===== src/rtl/tm_pkg.sv =====
// Shared types and constants for the TuringMachine program driver.
package tm_pkg;

  localparam int DATA_W = 6;
  localparam int DISP_W = 11;
  localparam int TMR_W  = 8;

  localparam logic [1:0] PH_RULES = 2'd0;
  localparam logic [1:0] PH_TAPE  = 2'd1;
  localparam logic [1:0] PH_RUN   = 2'd2;

  typedef enum logic [3:0] {
    S_IDLE,
    S_SETUP,
    S_PULSE,
    S_GAP,
    S_DPULSE,
    S_DGAP,
    S_SETTLE,
    S_RUN_IDLE,
    S_RUN_PULSE,
    S_RUN_WAIT,
    S_HALT
  } tm_drv_state_t;

endpackage


===== src/rtl/tm_pulse_timer.sv =====
// Loadable down-counter; done is high while the count sits at zero.
module tm_pulse_timer #(
  parameter int W = 8
) (
  input  logic         clock,
  input  logic         reset,
  input  logic         load,
  input  logic [W-1:0] value,
  output logic         done
);

  logic [W-1:0] cnt;

  always_ff @(posedge clock) begin
    if (!reset) begin
      cnt <= '0;
    end else if (load) begin
      cnt <= value;
    end else if (cnt != '0) begin
      cnt <= cnt - W'(1);
    end
  end

  assign done = (cnt == '0);

endmodule


===== src/rtl/tm_program_driver.sv =====
// Replays loaded entries as TuringMachine Next/Done pulses, then single-steps it.
// Optional macro TM_DRIVER_AUTORUN_EN: step continuously until halt or step saturation.
module tm_program_driver
  import tm_pkg::*;
#(
  parameter int SETUP_CYC     = 3,
  parameter int PULSE_CYC     = 2,
  parameter int GAP_CYC       = 2,
  parameter int SETTLE_CYC    = 20,
  parameter int STEP_WAIT_CYC = 5,
  parameter int MAX_STEPS     = 255
) (
  input  logic              clock,
  input  logic              reset,
  input  logic [DATA_W-1:0] load_data,
  input  logic              load_valid,
  input  logic              load_last,
  output logic              load_ready,
  input  logic              run_step,
  input  logic [DISP_W-1:0] display_in,
  input  logic              compute_done_in,
  output logic [DATA_W-1:0] input_data,
  output logic              Next,
  output logic              Done,
  output logic              snap_valid,
  output logic [DISP_W-1:0] snap_data,
  output logic [7:0]        step_count,
  output logic [1:0]        phase,
  output logic              finished
);

  tm_drv_state_t    state, state_next;
  logic [1:0]       phase_next;
  logic             last;
  logic             accept;
  logic             sample;
  logic             halt;
  logic             tmr_load;
  logic [TMR_W-1:0] tmr_val;
  logic             tmr_done;
  logic [7:0]       step_inc;

  tm_pulse_timer #(.W(TMR_W)) u_timer (
    .clock (clock),
    .reset (reset),
    .load  (tmr_load),
    .value (tmr_val),
    .done  (tmr_done)
  );

  assign step_inc = (step_count == 8'(MAX_STEPS)) ? step_count : step_count + 8'd1;

  always_comb begin
    state_next = state;
    phase_next = phase;
    accept     = 1'b0;
    sample     = 1'b0;
    halt       = 1'b0;
    tmr_load   = 1'b0;
    tmr_val    = '0;
    case (state)
      S_IDLE: begin
        if (phase != PH_RUN && load_valid && load_ready) begin
          accept     = 1'b1;
          state_next = S_SETUP;
        end
      end
      S_SETUP:  if (tmr_done) state_next = S_PULSE;
      S_PULSE:  if (tmr_done) state_next = S_GAP;
      S_GAP:    if (tmr_done) state_next = last ? S_DPULSE : S_IDLE;
      S_DPULSE: if (tmr_done) state_next = S_DGAP;
      S_DGAP: begin
        if (tmr_done) begin
          phase_next = phase + 2'd1;
          state_next = (phase == PH_RULES) ? S_IDLE : S_SETTLE;
        end
      end
      S_SETTLE: if (tmr_done) state_next = S_RUN_IDLE;
      S_RUN_IDLE: begin
`ifdef TM_DRIVER_AUTORUN_EN
        state_next = S_RUN_PULSE;
`else
        if (run_step) state_next = S_RUN_PULSE;
`endif
      end
      S_RUN_PULSE: if (tmr_done) state_next = S_RUN_WAIT;
      S_RUN_WAIT: begin
        if (tmr_done) begin
          sample = 1'b1;
`ifdef TM_DRIVER_AUTORUN_EN
          halt = compute_done_in || (step_inc == 8'(MAX_STEPS));
`else
          halt = compute_done_in;
`endif
          state_next = halt ? S_HALT : S_RUN_IDLE;
        end
      end
      S_HALT:  state_next = S_HALT;
      default: state_next = S_IDLE;
    endcase

    // Every timed state is entered from a different state, so a state change reloads the timer.
    tmr_load = (state_next != state);
    case (state_next)
      S_SETUP:     tmr_val = TMR_W'(SETUP_CYC - 1);
      S_PULSE,
      S_DPULSE,
      S_RUN_PULSE: tmr_val = TMR_W'(PULSE_CYC - 1);
      S_GAP,
      S_DGAP:      tmr_val = TMR_W'(GAP_CYC - 1);
      S_SETTLE:    tmr_val = TMR_W'(SETTLE_CYC - 1);
      S_RUN_WAIT:  tmr_val = TMR_W'(STEP_WAIT_CYC - 1);
      default:     tmr_val = '0;
    endcase
  end

  // Outputs are registered from the next state so they line up with the state they describe.
  always_ff @(posedge clock) begin
    if (!reset) begin
      state      <= S_IDLE;
      phase      <= PH_RULES;
      last       <= 1'b0;
      input_data <= '0;
      Next       <= 1'b0;
      Done       <= 1'b0;
      load_ready <= 1'b0;
      snap_valid <= 1'b0;
      snap_data  <= '0;
      step_count <= '0;
      finished   <= 1'b0;
    end else begin
      state      <= state_next;
      phase      <= phase_next;
      Next       <= (state_next == S_PULSE) || (state_next == S_RUN_PULSE);
      Done       <= (state_next == S_DPULSE);
      load_ready <= (state_next == S_IDLE) && (phase_next != PH_RUN);
      snap_valid <= sample;
      if (accept) begin
        input_data <= load_data;
        last       <= load_last;
      end
      if (sample) begin
        snap_data  <= display_in;
        step_count <= step_inc;
        if (halt) finished <= 1'b1;
      end
    end
  end

endmodule


===== config.mk =====
export PLATFORM = sky130hd
export DESIGN_NAME = tm_program_driver
export DESIGN_NICKNAME = d
export VERILOG_FILES = /design/src/rtl/tm_pkg.sv /design/src/rtl/tm_pulse_timer.sv /design/src/rtl/tm_program_driver.sv
export SDC_FILE = /design/constraint.sdc
export NUM_CORES = 1
export LEC_CHECK = 0
export CAP_MARGIN = 10
export CELL_PAD_IN_SITES_DETAIL_PLACEMENT = 0
export CELL_PAD_IN_SITES_GLOBAL_PLACEMENT = 1
export CORE_ASPECT_RATIO = 0.6
export CORE_UTILIZATION = 30
export DETAILED_ROUTE_END_ITERATION = 10
export PLACE_DENSITY_LB_ADDON = 0.1
export SLEW_MARGIN = 10
export SYNTH_ARGS = -nofsm -noshare
export SYNTH_HDL_FRONTEND = slang
export SYNTH_HIERARCHICAL = 1
export SYNTH_SLANG_ARGS = --single-unit

===== constraint.sdc =====
create_clock -name clock -period 3.4 [get_ports clock]
set_input_delay 0.68 -clock clock [delete_from_list [all_inputs] [get_ports clock]]
set_output_delay 0.68 -clock clock [all_outputs]
set_load 0.02 [all_outputs]

After elaboration in Yosys (flattened, before gate mapping)
Memory sizes are Yosys's and may differ from the RTL's. Cells that the tools add are included.

Multiplexer cells: 24. Equal/unequal tests: 17. Add/sub/neg operators: 3. Reduce and logical (&&, ||, !) cells: 12. Bitwise logic cells: 1.

Operators by type and width (number): $mux W4 (11); $pmux W4 S11 (1); $eq A4 B3 Y1 const B (5); $eq A4 B4 Y1 const B (4); $mux W8 (2); $eq A4 B2 Y1 const B (3); $add A8 B1 Y8 const B (1); $eq A8 B8 Y1 const B (1); $logic_not A4 Y1 (2); $logic_not A8 Y1 (1); $reduce_bool A8 Y1 (1); $sub A8 B1 Y8 const B (1); $mux W1 (6); $mux W3 (2); $eq A4 B1 Y1 const B (1); $mux W2 (2); $ne A2 B2 Y1 const B (2); $ne A4 B4 Y1 (1); $reduce_and A2 Y1 (2); $logic_and A1 B1 Y1 (3); $add A2 B1 Y2 const B (1); $logic_not A2 Y1 (1); $reduce_bool A2 Y1 (1); $logic_or A1 B1 Y1 (1); $not A1 Y1 (1).

Memories kept: 1. Bits of input ports: 23. Output and inout bits: 32. Logic and storage cells: 70. Bits in read-only memories: 64. Flip-flop bits (word level): 45.

Memory list: (name not given) (words 16, width 4, rd ports 1, clocked after memory_dff 0, write ports 0, RTL line tm_program_driver.sv:104) `case (state_next)`.

Longest topological paths before layout
Gate-level depths: netlist of run 1.

Depth in word-level cells: 7. Gate-level depth with buffers: 12. Depth with buffers taken out: 11.

Cells and area by module
Netlist of run 1, hierarchy kept.

Modules (own cells, without submodules): tm_program_driver (cells each 198, area an instance 1757.9 µm², sequential area each 740.7 µm², instances 1); tm_pulse_timer (cells each 51, area an instance 457.9 µm², sequential area each 160.2 µm², instances 1).

Worst setup path after synthesis of run 1
No wires, ideal clock.

Path type: register to register. Start point: reg u_timer.cnt[3]. End point: reg u_timer.cnt[1]. Clock period less this slack: 2476 ps. Setup slack: 924 ps. Stages on the path, launching flop included: 12. Data required time: 3265 ps. Path buffers: 1. Arrival: 2341 ps. Setup time: 135 ps. Cells stage by stage: dfxtp_1 -> nor4_4 -> and4bb_1 -> buf_6 -> nand2_1 -> o221ai_2 -> o2111ai_4 -> xnor2_1 -> o21ai_1 -> inv_1 -> o21ai_0 -> a311oi_2.

Longest elaborated chain between the ends: 5. Elaborated cells between the ends (all ways): 15. Classes of those cells: 1 x eq/ne; 10 x mux; 3 x reduce/logical; 1 x memory.

RTL lines: start: declaration (RTL line tm_pulse_timer.sv:12) `logic [W-1:0] cnt;`; start signal: assignment (RTL line tm_pulse_timer.sv:18) `cnt <= value;`; start signal: assignment (RTL line tm_pulse_timer.sv:20) `cnt <= cnt - W'(1);`; $logic_not A8 Y1 * (RTL line tm_pulse_timer.sv:24) `assign done = (cnt == '0);`; via tmr_done (RTL line tm_program_driver.sv:40) `logic tmr_done;`; $mux W4, or another cell as far along (RTL line tm_program_driver.sv:88) `if (tmr_done) begin`; $pmux W4 S11 * (RTL line tm_program_driver.sv:61) `case (state)`; $ne A4 B4 Y1 * (RTL line tm_program_driver.sv:103) `tmr_load = (state_next != state);`; via tmr_load (RTL line tm_program_driver.sv:38) `logic tmr_load;`; $mux W8 / $reduce_bool A2 Y1 (equally long branches).

The timed path passes the listed nets; every way through them passes the cells marked *. A chain may end at the register's enable or synchronous reset.

Worst setup path after layout of run 1
Start point: reg u_timer.cnt[3]. End point: reg u_timer.cnt[5].

The elaborated chain is that of the path after synthesis.

==> summary.txt, run 1 <==
status - finished clean
worst hold start - snap_data[2]
sequential share of power - 36.6%
clk_skew - 0.00799 ns
worst min path class - reg -> reg
DRT Wirelength - 5190 um
vias in the first global route - 1612
Power Dens Cells - 618 nW/um^2
switching share of power - 35.1%
Peak VDD IR - 0.222 mV
GP Congestion - 0.794
CP Data Arrival Time - 3.17 ns
number of fill cells - 708
maxcap violations - 0
# DRC - 0
crit path launch type - flop
TNS Setup - 0 ns
Routed Antenna Nets - 0
Syn-to-layout area delta - 34.3%
CORE AREA - 6910 um^2
Comb power frac - 37.0%
worst-path fanout max - 16
clock root buffer - clkbuf_16
Cell Count, Final, Fillers Out - 392
Hold EP - snap_data[2]
share of layout cells above drive strength 1 - 9.18%
type of the worst setup path - reg -> reg
# nets final - 331
Die Wd - 113 um
Reg2Reg Depth - 10
Mapped Cells - 249
Die H - 68.6 um
unique cell type count in the Yosys netlist - 54
leak pwr - 1.04 nW
# IOs - 55
#FFs+latches synth - 45
H-Tree Depth - 2
WL per Instance - 13.2 um
Via-to-Cell Ratio - 4.76
Net Sw Power - 0.645 mW
worst r2r src - u_timer/cnt[3]
TritonCTS clock tree - done
RSZ-0062 raised after global routing - no
worst hold margin - 0.456 ns
post-synth top area share - 40.7%
commonest non-fill, non-tap cells in the layout - clkdlybuf4s50_1, dfxtp_1, nand2_1
R2R setup slack - 0.42 ns
Post-CTS Setup Bufs - 0
Slew headroom - 59.5%
post-cts sizing count - 0
antenna cells - 0
RR Endpoint - u_timer/cnt[5]
min Tclk post-route - 2.98 ns
total number of vias - 1866
Skew-Pair Late Insertion Delay - 0.28 ns
Initial Utilization - 32.1%
Clock Sinks - 45
Inst Count DP - 384
HPWL Detailed - 3870 um
register area share after synthesis - 40.7%
clock power share - 26.4%
Netlist Area Pre-Place - 2220 um^2
Hold Path Depth - 2
Final period util - 87.5%
Reg clk slew, reported paths - 0.06 ns
Overall Global Routing Usage - 14.2%
Crit path required time - 3.59 ns
Num CTS Buffers - 5
most common cell after layout, fill and taps aside - clkdlybuf4s50_1
GR Overflow Total - 0
Initial DRC Count - 109
clk buf depth - 2
Yosys warnings - 6
fmax - 0.336 GHz
Final Hold Vio Count - 0
Post-Syn Area per Cell - 8.90 um^2
drt pass-1 iters - 4
initial antenna violation count - 0
Yosys top cell by area - dfxtp_1
Die Area - 7740 um^2
CTS Hold Buffers Added - 0
max-slew violations - 0
IO buf count - 54
Power Internal - 1.19 mW
first-pass GRT wire length - 8380 um
Final Setup Violations - 0
actual slew at the worst max-slew pin - 0.602 ns
ranking of synthesized cells by area - dfxtp_1, nand2_1, nor2_1, mux2i_1, a21oi_1
# rows - 23
crit end category - flop
largest net degree at the start of global routing - 35
[routing by layer]
layer | share of wire [%] | track usage [%]
met4 | 0.69 | 2.96
met3 | 5.3 | 3.85
met5 | 0 | 0
met1 | 59 | 23.5
met2 | 35 | 16.7
[synthesized netlist by cell type, drive strengths merged]
| master | count |
|---|---|
| nor4 | 1 |
| nor3 | 11 |
| and2b | 1 |
| o31ai | 5 |
| nand3 | 11 |
| buf | 8 |
| nand4 | 3 |
| ha | 4 |
| a31oi | 1 |
| nand4b | 1 |
| nor2 | 25 |
| o311ai | 1 |
| and4bb | 1 |
| clkinv | 1 |
| nand2b | 4 |
| xnor2 | 9 |
| dfxtp | 45 |
| xor2 | 3 |
| or2 | 1 |
| nand3b | 2 |
| a21oi | 19 |
| and2 | 2 |
| a32o | 1 |
| or3 | 2 |
| nor2b | 4 |
| o221ai | 2 |
| and3b | 2 |
| a311oi | 1 |
| clkbuf | 4 |
| o21a | 2 |
| o211ai | 4 |
| a211oi | 2 |
| o21ai | 9 |
| and3 | 1 |
| conb | 1 |
| o2111ai | 2 |
| inv | 9 |
| mux2i | 9 |
| nor3b | 3 |
| nand2 | 32 |
[sequential cells by signal, indices dropped and copies added (netlist names)]
register	cells
last	1
load_ready	1
step_count	8
u_timer/cnt	8
input_data	6
phase	2
state	4
Next	1
Done	1
snap_valid	1
finished	1
snap_data	11
[power by group through the flow]
stage | logic [mW] | registers, mW | clock network, mW
floorplan | 0.523 | 0.673 | 0
global placement | 0.690 | 0.683 | 0
detailed placement | 0.678 | 0.682 | 0
CTS | 0.681 | 0.671 | 0.502
global route | 0.757 | 0.681 | 0.529
finish | 0.680 | 0.672 | 0.486
[final cells by class]
| class | instances | area [um^2] | share of cell area [%] |
|---|---|---|---|
| multi-input combinational | 185 | 1210 | 40.7 |
| sequential | 45 | 901 | 30.3 |
| timing repair buffer | 57 | 563 | 18.9 |
| clock buffer | 6 | 139 | 4.67 |
| tap | 87 | 109 | 3.66 |
| inverter | 10 | 37.5 | 1.26 |
| clock inverter | 2 | 13.8 | 0.463 |
[critical path: stages, from the launching register on]
cell	delay, ns
dfxtp_1	0.36
nor4_4	0.35
and4bb_1	0.60
nand2_1	0.20
o221ai_2	0.24
o2111ai_4	0.19
xnor2_1	0.17
o21ai_1	0.10
inv_1	0.24
nand2_1	0.16
o31ai_1	0.25
[worst max path at each step]
| stage | from | end | cells past startpoint |
|---|---|---|---|
| 3_3_place_gp | u_timer/cnt[3] | u_timer/cnt[1] | 8 |
| 6_report | u_timer/cnt[3] | u_timer/cnt[5] | 10 |
| 5_1_grt | u_timer/cnt[3] | u_timer/cnt[2] | 10 |
| 3_5_place_dp | u_timer/cnt[3] | u_timer/cnt[5] | 10 |
| 4_1_cts | u_timer/cnt[3] | u_timer/cnt[5] | 10 |
| 2_1_floorplan | u_timer/cnt[3] | u_timer/cnt[1] | 11 |
[logic make-up (layout without fill, tap and decap cells)]
logic type | count (synthesis) | in the layout | share of synthesized area (%)
compound gates | 49 | 49 | 16.6
xor+xnor | 12 | 12 | 4.74
fa+ha+maj | 4 | 4 | 2.26
buf+inv | 22 | 75 | 5.14
flops | 45 | 45 | 40.7
mux | 9 | 9 | 4.07
other cells | 1 | 4 | 0.169
simple gates | 107 | 107 | 26.4
[through the flow]
step | worst slack (ns) | instance area, um^2 | utilization [%] | total power, mW
floorplan | 0.924 | 2230 | - | 1.20
detailed placement | 0.418 | 2820 | 40.9 | 1.36
global route | 0.105 | 2980 | 43.1 | 1.97
CTS | 0.390 | 2980 | 43.1 | 1.85
finish | 0.425 | 2980 | 43.1 | 1.84
global placement | 0.447 | 2820 | 40.9 | 1.37
(Power assumes the default switching activity.)
==> inputs of run 2 (changes only) <==
- SKIP_LAST_GASP: unset -> 1
==> results of run 2 <==
The final DEF is identical to that of run 1; final timing and power are the same.
